`src/rtl/wager_pkg.sv`:
```
// rtl/wager_pkg.sv - shared types, result codes and saturating add for the wager bank
package wager_pkg;

  typedef enum logic [1:0] {
    ST_BET    = 2'd0,
    ST_LOCKED = 2'd1,
    ST_PAYOUT = 2'd2
  } state_t;

  localparam logic [2:0] RES_LOSE = 3'd0;
  localparam logic [2:0] RES_PUSH = 3'd1;

  // Common width for the adder; callers zero-extend into it and keep the low bits.
  localparam int SAT_W = 32;

  typedef struct packed {
    logic [SAT_W-1:0] sum;
    logic             sat;
  } sat_res_t;

  function automatic sat_res_t sat_add(input logic [SAT_W-1:0] a,
                                       input logic [SAT_W-1:0] b,
                                       input int               width);
    logic [SAT_W:0] s;
    logic [SAT_W:0] lim;
    sat_res_t       r;
    s   = {1'b0, a} + {1'b0, b};
    lim = ((SAT_W+1)'(1) << width) - (SAT_W+1)'(1);
    if (s > lim) begin
      r.sum = lim[SAT_W-1:0];
      r.sat = 1'b1;
    end else begin
      r.sum = s[SAT_W-1:0];
      r.sat = 1'b0;
    end
    return r;
  endfunction

endpackage

```
`src/rtl/wager_payout_calc.sv`:
```
// rtl/wager_payout_calc.sv - wager*code payout and saturating credit to the balance
module wager_payout_calc
  import wager_pkg::*;
#(
  parameter int WIDTH = 16
) (
  input  logic [WIDTH-1:0] i_mih,
  input  logic [WIDTH-1:0] i_wager,
  input  logic [2:0]       i_code,
  output logic [WIDTH-1:0] o_mih,
  output logic             o_sat
);

  logic [WIDTH+2:0] w_payout;
  sat_res_t         w_res;
  logic             w_unused;

  always_comb begin
    w_payout = '0;
    if (i_code == RES_LOSE)
      w_payout = '0;
    else if (i_code == RES_PUSH)
      w_payout = {3'b000, i_wager};
    else
      w_payout = {3'b000, i_wager} * {{WIDTH{1'b0}}, i_code};
  end

  assign w_res    = sat_add(SAT_W'(i_mih), SAT_W'(w_payout), WIDTH);
  assign o_mih    = w_res.sum[WIDTH-1:0];
  assign o_sat    = w_res.sat;
  assign w_unused = ^w_res.sum[SAT_W-1:WIDTH];

endmodule

```
`src/rtl/wager_bank.sv`:
```
// rtl/wager_bank.sv - player balance and wager state machine for one betting round
module wager_bank
  import wager_pkg::*;
#(
  parameter int WIDTH      = 16,
  parameter int STEP       = 10,
  parameter int MIN_BET    = 10,
  parameter int MAX_BET    = 1000,
  parameter int INIT_MONEY = 100
) (
  input  logic             clock,
  input  logic             reset_c,
  input  logic             bet_s,
  input  logic [1:0]       updown,
  input  logic             deal_s,
  input  logic             result_v,
  input  logic [2:0]       result_code,
  input  logic             load_s,
  input  logic [WIDTH-1:0] load_val,
  output logic [WIDTH-1:0] wager_o,
  output logic [WIDTH-1:0] mih_o,
  output logic [1:0]       state_o,
  output logic             broke_o,
  output logic             sat_o
);

  if (MIN_BET <= 0) begin : g_bad_min
    $error("wager_bank: MIN_BET must be positive");
  end
  if (STEP <= 0) begin : g_bad_step
    $error("wager_bank: STEP must be positive");
  end
  if (MAX_BET < MIN_BET) begin : g_bad_max
    $error("wager_bank: MAX_BET must be >= MIN_BET");
  end
  if (WIDTH < 2 || WIDTH > SAT_W - 4) begin : g_bad_width
    $error("wager_bank: WIDTH out of range");
  end else if (INIT_MONEY >= (1 << WIDTH) || MAX_BET >= (1 << WIDTH)) begin : g_bad_init
    $error("wager_bank: INIT_MONEY and MAX_BET must fit in WIDTH bits");
  end

  localparam logic [WIDTH-1:0] LP_MIN    = WIDTH'(MIN_BET);
  localparam logic [WIDTH-1:0] LP_MAX    = WIDTH'(MAX_BET);
  localparam logic [WIDTH-1:0] LP_STEP   = WIDTH'(STEP);
  localparam logic [WIDTH-1:0] LP_INIT   = WIDTH'(INIT_MONEY);
  localparam logic [WIDTH:0]   LP_MIN_UP = (WIDTH+1)'(MIN_BET + STEP);

  state_t           r_state, w_state_nxt;
  logic [WIDTH-1:0] r_wager, w_wager_nxt;
  logic [WIDTH-1:0] r_mih, w_mih_nxt;
  logic             r_sat, w_sat_nxt;
  logic [2:0]       r_code, w_code_nxt;
  logic             r_broke, w_broke_nxt;

  logic [WIDTH-1:0] w_cap;
  logic             w_deal_ok;
  logic [WIDTH:0]   w_up;
  logic [WIDTH-1:0] w_adj;
  logic [WIDTH-1:0] w_pay_mih;
  logic             w_pay_sat;
  sat_res_t         w_load;
  logic             w_unused;

  assign w_cap     = (r_mih > LP_MAX) ? LP_MAX : r_mih;
  assign w_deal_ok = (r_mih >= LP_MIN) && (r_wager >= LP_MIN) && (r_wager <= w_cap);
  assign w_up      = {1'b0, r_wager} + {1'b0, LP_STEP};
  assign w_load    = sat_add(SAT_W'(r_mih), SAT_W'(load_val), WIDTH);
  assign w_unused  = ^w_load.sum[SAT_W-1:WIDTH];

  wager_payout_calc #(.WIDTH(WIDTH)) u_payout (
    .i_mih   (r_mih),
    .i_wager (r_wager),
    .i_code  (r_code),
    .o_mih   (w_pay_mih),
    .o_sat   (w_pay_sat)
  );

  always_comb begin
    w_state_nxt = r_state;
    w_wager_nxt = r_wager;
    w_mih_nxt   = r_mih;
    w_sat_nxt   = r_sat;
    w_code_nxt  = r_code;
    w_adj       = r_wager;
    case (r_state)
      ST_BET: begin
        if (deal_s && w_deal_ok) begin
          w_mih_nxt   = r_mih - r_wager;
          w_state_nxt = ST_LOCKED;
        end else begin
          // A rejected deal still blocks updown and load for this cycle.
          if (bet_s && !deal_s) begin
            if (updown == 2'b01)
              w_adj = (w_up > {1'b0, w_cap}) ? w_cap : w_up[WIDTH-1:0];
            else if (updown == 2'b10)
              w_adj = ({1'b0, r_wager} < LP_MIN_UP) ? LP_MIN : r_wager - LP_STEP;
          end
          if (w_cap < LP_MIN)
            w_wager_nxt = LP_MIN;
          else if (w_adj > w_cap)
            w_wager_nxt = w_cap;
          else
            w_wager_nxt = w_adj;
          if (load_s && !deal_s) begin
            w_mih_nxt = w_load.sum[WIDTH-1:0];
            w_sat_nxt = r_sat | w_load.sat;
          end
        end
      end
      ST_LOCKED: begin
        if (result_v) begin
          w_code_nxt  = result_code;
          w_state_nxt = ST_PAYOUT;
        end
      end
      ST_PAYOUT: begin
        w_mih_nxt   = w_pay_mih;
        w_sat_nxt   = r_sat | w_pay_sat;
        w_state_nxt = ST_BET;
      end
      default: w_state_nxt = ST_BET;
    endcase
    w_broke_nxt = (w_state_nxt == ST_BET) && (w_mih_nxt < LP_MIN);
  end

  always_ff @(posedge clock) begin
    if (reset_c) begin
      r_state <= ST_BET;
      r_wager <= LP_MIN;
      r_mih   <= LP_INIT;
      r_sat   <= 1'b0;
      r_code  <= RES_LOSE;
      r_broke <= (LP_INIT < LP_MIN);
    end else begin
      r_state <= w_state_nxt;
      r_wager <= w_wager_nxt;
      r_mih   <= w_mih_nxt;
      r_sat   <= w_sat_nxt;
      r_code  <= w_code_nxt;
      r_broke <= w_broke_nxt;
    end
  end

  assign wager_o = r_wager;
  assign mih_o   = r_mih;
  assign state_o = r_state;
  assign broke_o = r_broke;
  assign sat_o   = r_sat;

endmodule

```
`config.mk`:
```
export PLATFORM = sky130hd
export DESIGN_NAME = wager_bank
export DESIGN_NICKNAME = d
export VERILOG_FILES = /design/src/rtl/wager_pkg.sv /design/src/rtl/wager_payout_calc.sv /design/src/rtl/wager_bank.sv
export SDC_FILE = /design/constraint.sdc
export NUM_CORES = 1
export LEC_CHECK = 0
export CORE_MARGIN = 1.5
export CORE_UTILIZATION = 30
export CTS_CLUSTER_DIAMETER = 60
export DETAILED_ROUTE_END_ITERATION = 6
export PLACE_DENSITY_LB_ADDON = 0.1
export SLEW_MARGIN = 5
export SYNTH_ARGS = -nofsm -noshare
export SYNTH_HDL_FRONTEND = slang
export SYNTH_HIERARCHICAL = 1
export SYNTH_SLANG_ARGS = --single-unit
```
`constraint.sdc`:
```
create_clock -name clock -period 6.6 [get_ports clock]
set_input_delay 1.32 -clock clock [delete_from_list [all_inputs] [get_ports clock]]
set_output_delay 1.32 -clock clock [all_outputs]
set_load 0.1 [all_outputs]
```
==> impl_metrics.tcl <==
set metrics [dict create \
    post_drt_via_cell_ratio 5.562 \
    synthAdderAreaFrac_pct 20.69 \
    cts_htree_levels 2 \
    synth-warning-count 6 \
    synth.mux.area_fraction_pct 0.4736 \
    cpPeakStageDelay_ps 680 \
    criticalPathCategory "reg -> reg" \
    holdCritPathClass "reg -> reg" \
    number_of_global_route_vias_before_repair 8595 \
    crit_required_ps 6820 \
    start_util_pct 30.43 \
    holdBufCountCts 0 \
    fp-row-count 61 \
    grt_setup_unrepaired "no" \
    detail_route.first_pass.iterations 5 \
    clock-sinks 39 \
    post-dp-hpwl_mm 26.99 \
    drive_above_1_share_pct 11.66 \
    critical_path_fanouts_max 7 \
    design.die.area_um2 29200 \
    synth_sequential_area_ratio_pct 9.235 \
    peak_vdd_ir_mv 0.2559 \
    core-area_um2 27780 \
    via_count 9021 \
    chipWidth_um 170.9 \
    drt-wirelength-per-cell_um 20.18 \
    globalRoute.totalOverflow 0 \
    drc_errors 0 \
    cts_max_path_buffers 2 \
    fmaxAchievable_mhz 161.0 \
    timing.critical_path.to_type "flip-flop" \
    yosys.cell_types.count 105 \
    finalSetupViolations 0 \
    numCtsBuffers 5 \
    grtUsageTotal_pct 22.82 \
    slew_violations 0 \
    status "finished clean" \
    crit_share_post_route_pct 94.10 \
    postSynthCellCount 1133 \
    synth-xor-area-share_pct 6.009 \
    syn_area_um2 8454 \
    crit_slowest_cell "or4b_2" \
    worstPathArrival_ps 6430 \
    detail_route.wirelength_mm 32.72 \
    finalCriticalPeriod_ps 6211 \
    fin_worst_skew_ps 10.75 \
    synth_seq_cells 39 \
    power.leakage_nw 4.529 \
    wire_length_of_the_first_global_routing_pass_mm 50.56 \
    worst_setup_hold_path_clk_slew_ps 70 \
    drtIter0Drc 626 \
    postRouteAntennaNets 0 \
    n_fill_cell 3020 \
    relSlewSlack_pct 31.28 \
    postSynthAreaPerCell_um2 7.462 \
    number_of_diodes_added_for_antenna_fixing 0 \
    finalSetupTns_ps 0 \
    max_slew.worst_pin.slew_ps 1028 \
    main_combinational_cell_family_by_area_after_synthesis "compound AO/OA/AOI/OAI gates" \
    totalPowerFinal_mw 3.399 \
    die_height_um 170.9 \
    synth_simple_gate_area_share_pct 24.46 \
    post_dp_cell_area_um2 9864 \
    final-hold-violation-count 0 \
    compound_gate_fraction_of_synth_area_pct 32.22 \
    cts.root.buffer_cell "clkbuf_16" \
    grt_start_max_net_pins 22 \
    final_nets 1399 \
    asyncSetResetFlopFracSynth_pct 0 \
    synth_ff_type "dfxtp_1" \
    number_of_enable_flip_flop_cells_after_synthesis 0 \
    gp_congestion 0.8845 \
    cap_violations 0 \
    ios 63 \
    synthToLayoutAreaGrowth_pct 18.68 \
    tritoncts "done" \
    clock_network_latency_to_the_later_pin_of_the_worst_skew_pair_ps 300 \
    antenna_found_initial 0 \
    port-buffer-count 62 \
    start_kind "flip-flop" \
    power.density_nw_per_um2 338.8 \
    post-route-cell-area_um2 10030 \
]
-- per-layer routing --
layer  vias up  global-route usage [%]  wire [um]
met5         -                       0          0
met4         0                   4.958        527
met3        29                   2.012       1437
met2       275                   37.53      15090
met1      4275                   32.25      15670
li1       4442                       -          -
-- registers in the layout (all words and copies together), names as in the netlist --
| name | flops |
|---|---|
| wager_o | 16 |
| r_code | 3 |
| broke_o | 1 |
| sat_o | 1 |
| state_o | 2 |
| mih_o | 16 |
-- power by group --
group / total [mW] / internal (mW) / switching [mW]
Combinational: 2.79 / 0.998 / 1.79
Sequential: 0.354 / 0.288 / 0.0655
Clock: 0.257 / 0.139 / 0.119
-- cells in the final DEF (no fill, tap or decap), types with 13 or more instances in the layout --
cell / count
ha_1: 111
nand2_1: 104
nor2_1: 90
a21oi_1: 81
buf_4: 74
inv_1: 63
clkdlybuf4s50_1: 62
o21ai_0: 59
nand3_1: 53
a21o_1: 37
xnor2_1: 34
dfxtp_1: 34
nor3_1: 32
xor2_1: 24
and2_1: 24
o21a_1: 20
nand4_1: 18
fa_1: 18
conb_1: 18
and3_1: 16
o211ai_1: 14
a31oi_1: 14
a211oi_1: 13
-- worst max-delay path, delay by kind of cell, from the launching register on --
family	cells	cell delay, ps
muxes	1	200
DFF	1	410
adders and majority gates	3	1120
and+or+nand+nor	7	1710
buffers and inverters	3	400
AOI/OAI and AO/OA	11	2270
-- repair_timing --
action	CTS	global route
setup buffers	0	1
resized for setup	0	9
setup endpoints to repair	0	17
-- logic make-up after synthesis --
kind of cell             Yosys count
XOR/XNOR                          58
adder cells (fa/ha/maj)          129
AND/OR/NAND/NOR                  408
buffers and inverters            118
multiplexers                       4
flip-flops                        39
AO/OA/AOI/OAI                    376
other                              1
-- layout make-up --
type                            instances  area, um^2  share of cell area [%]
Inverter                               67       265.3                   2.644
Multi-Input combinational cell        993        7172                   71.48
Timing Repair Buffer                  137        1196                   11.92
Clock buffer                            5       125.1                   1.247
Sequential cell                        39       787.0                   7.844
Clock inverter                          3       15.01                  0.1496
Tap cell                              378       473.0                   4.714
-- Yosys cell counts, types with 9 or more instances --
library cell / instances / area, um^2
nand2_1: 104 / 390.4
o211ai_1: 14 / 105.1
a22oi_1: 10 / 75.07
nand3_1: 53 / 265.3
a21oi_1: 81 / 405.4
a22o_1: 10 / 87.58
clkbuf_1: 24 / 90.09
dfxtp_1: 39 / 780.8
o21ai_0: 60 / 300.3
a31oi_1: 14 / 87.58
buf_2: 11 / 55.05
ha_1: 111 / 1389
xnor2_1: 34 / 297.8
inv_1: 63 / 236.5
or3_1: 9 / 56.30
and3_1: 16 / 100.1
o21a_1: 20 / 150.1
and2_1: 25 / 156.4
nand4_1: 18 / 112.6
xor2_1: 24 / 210.2
a211oi_1: 13 / 97.59
o211ai_2: 11 / 137.6
nor3_1: 32 / 160.2
nor2_1: 90 / 337.8
a21o_1: 37 / 277.8
fa_1: 18 / 360.4
-- through the flow --
step	utilization (%)	std cells	hold WS, ps	worst slack, ps
after floorplan	-	1150	452.6	73.66
after global placement	35.51	1613	537.1	369.1
after detailed placement	35.51	1613	554.7	271.8
after CTS	36.01	1621	562.4	206.1
after global routing	36.12	1622	588.2	17.72
final	36.12	1622	552.6	389.2
-- path summary, 6_finish.rpt --
check	from	end	slack (ps)	depth (start not counted)
min reg2reg	sat_o$_SDFFE_PP0P_	sat_o$_SDFFE_PP0P_	550	2
min	sat_o$_SDFFE_PP0P_	sat_o$_SDFFE_PP0P_	550	2
max	wager_o[6]$_SDFFE_PP0P_	broke_o$_SDFF_PP0_	390	25
max reg2reg	wager_o[6]$_SDFFE_PP0P_	broke_o$_SDFF_PP0_	390	25
(Power assumes the default switching activity.)
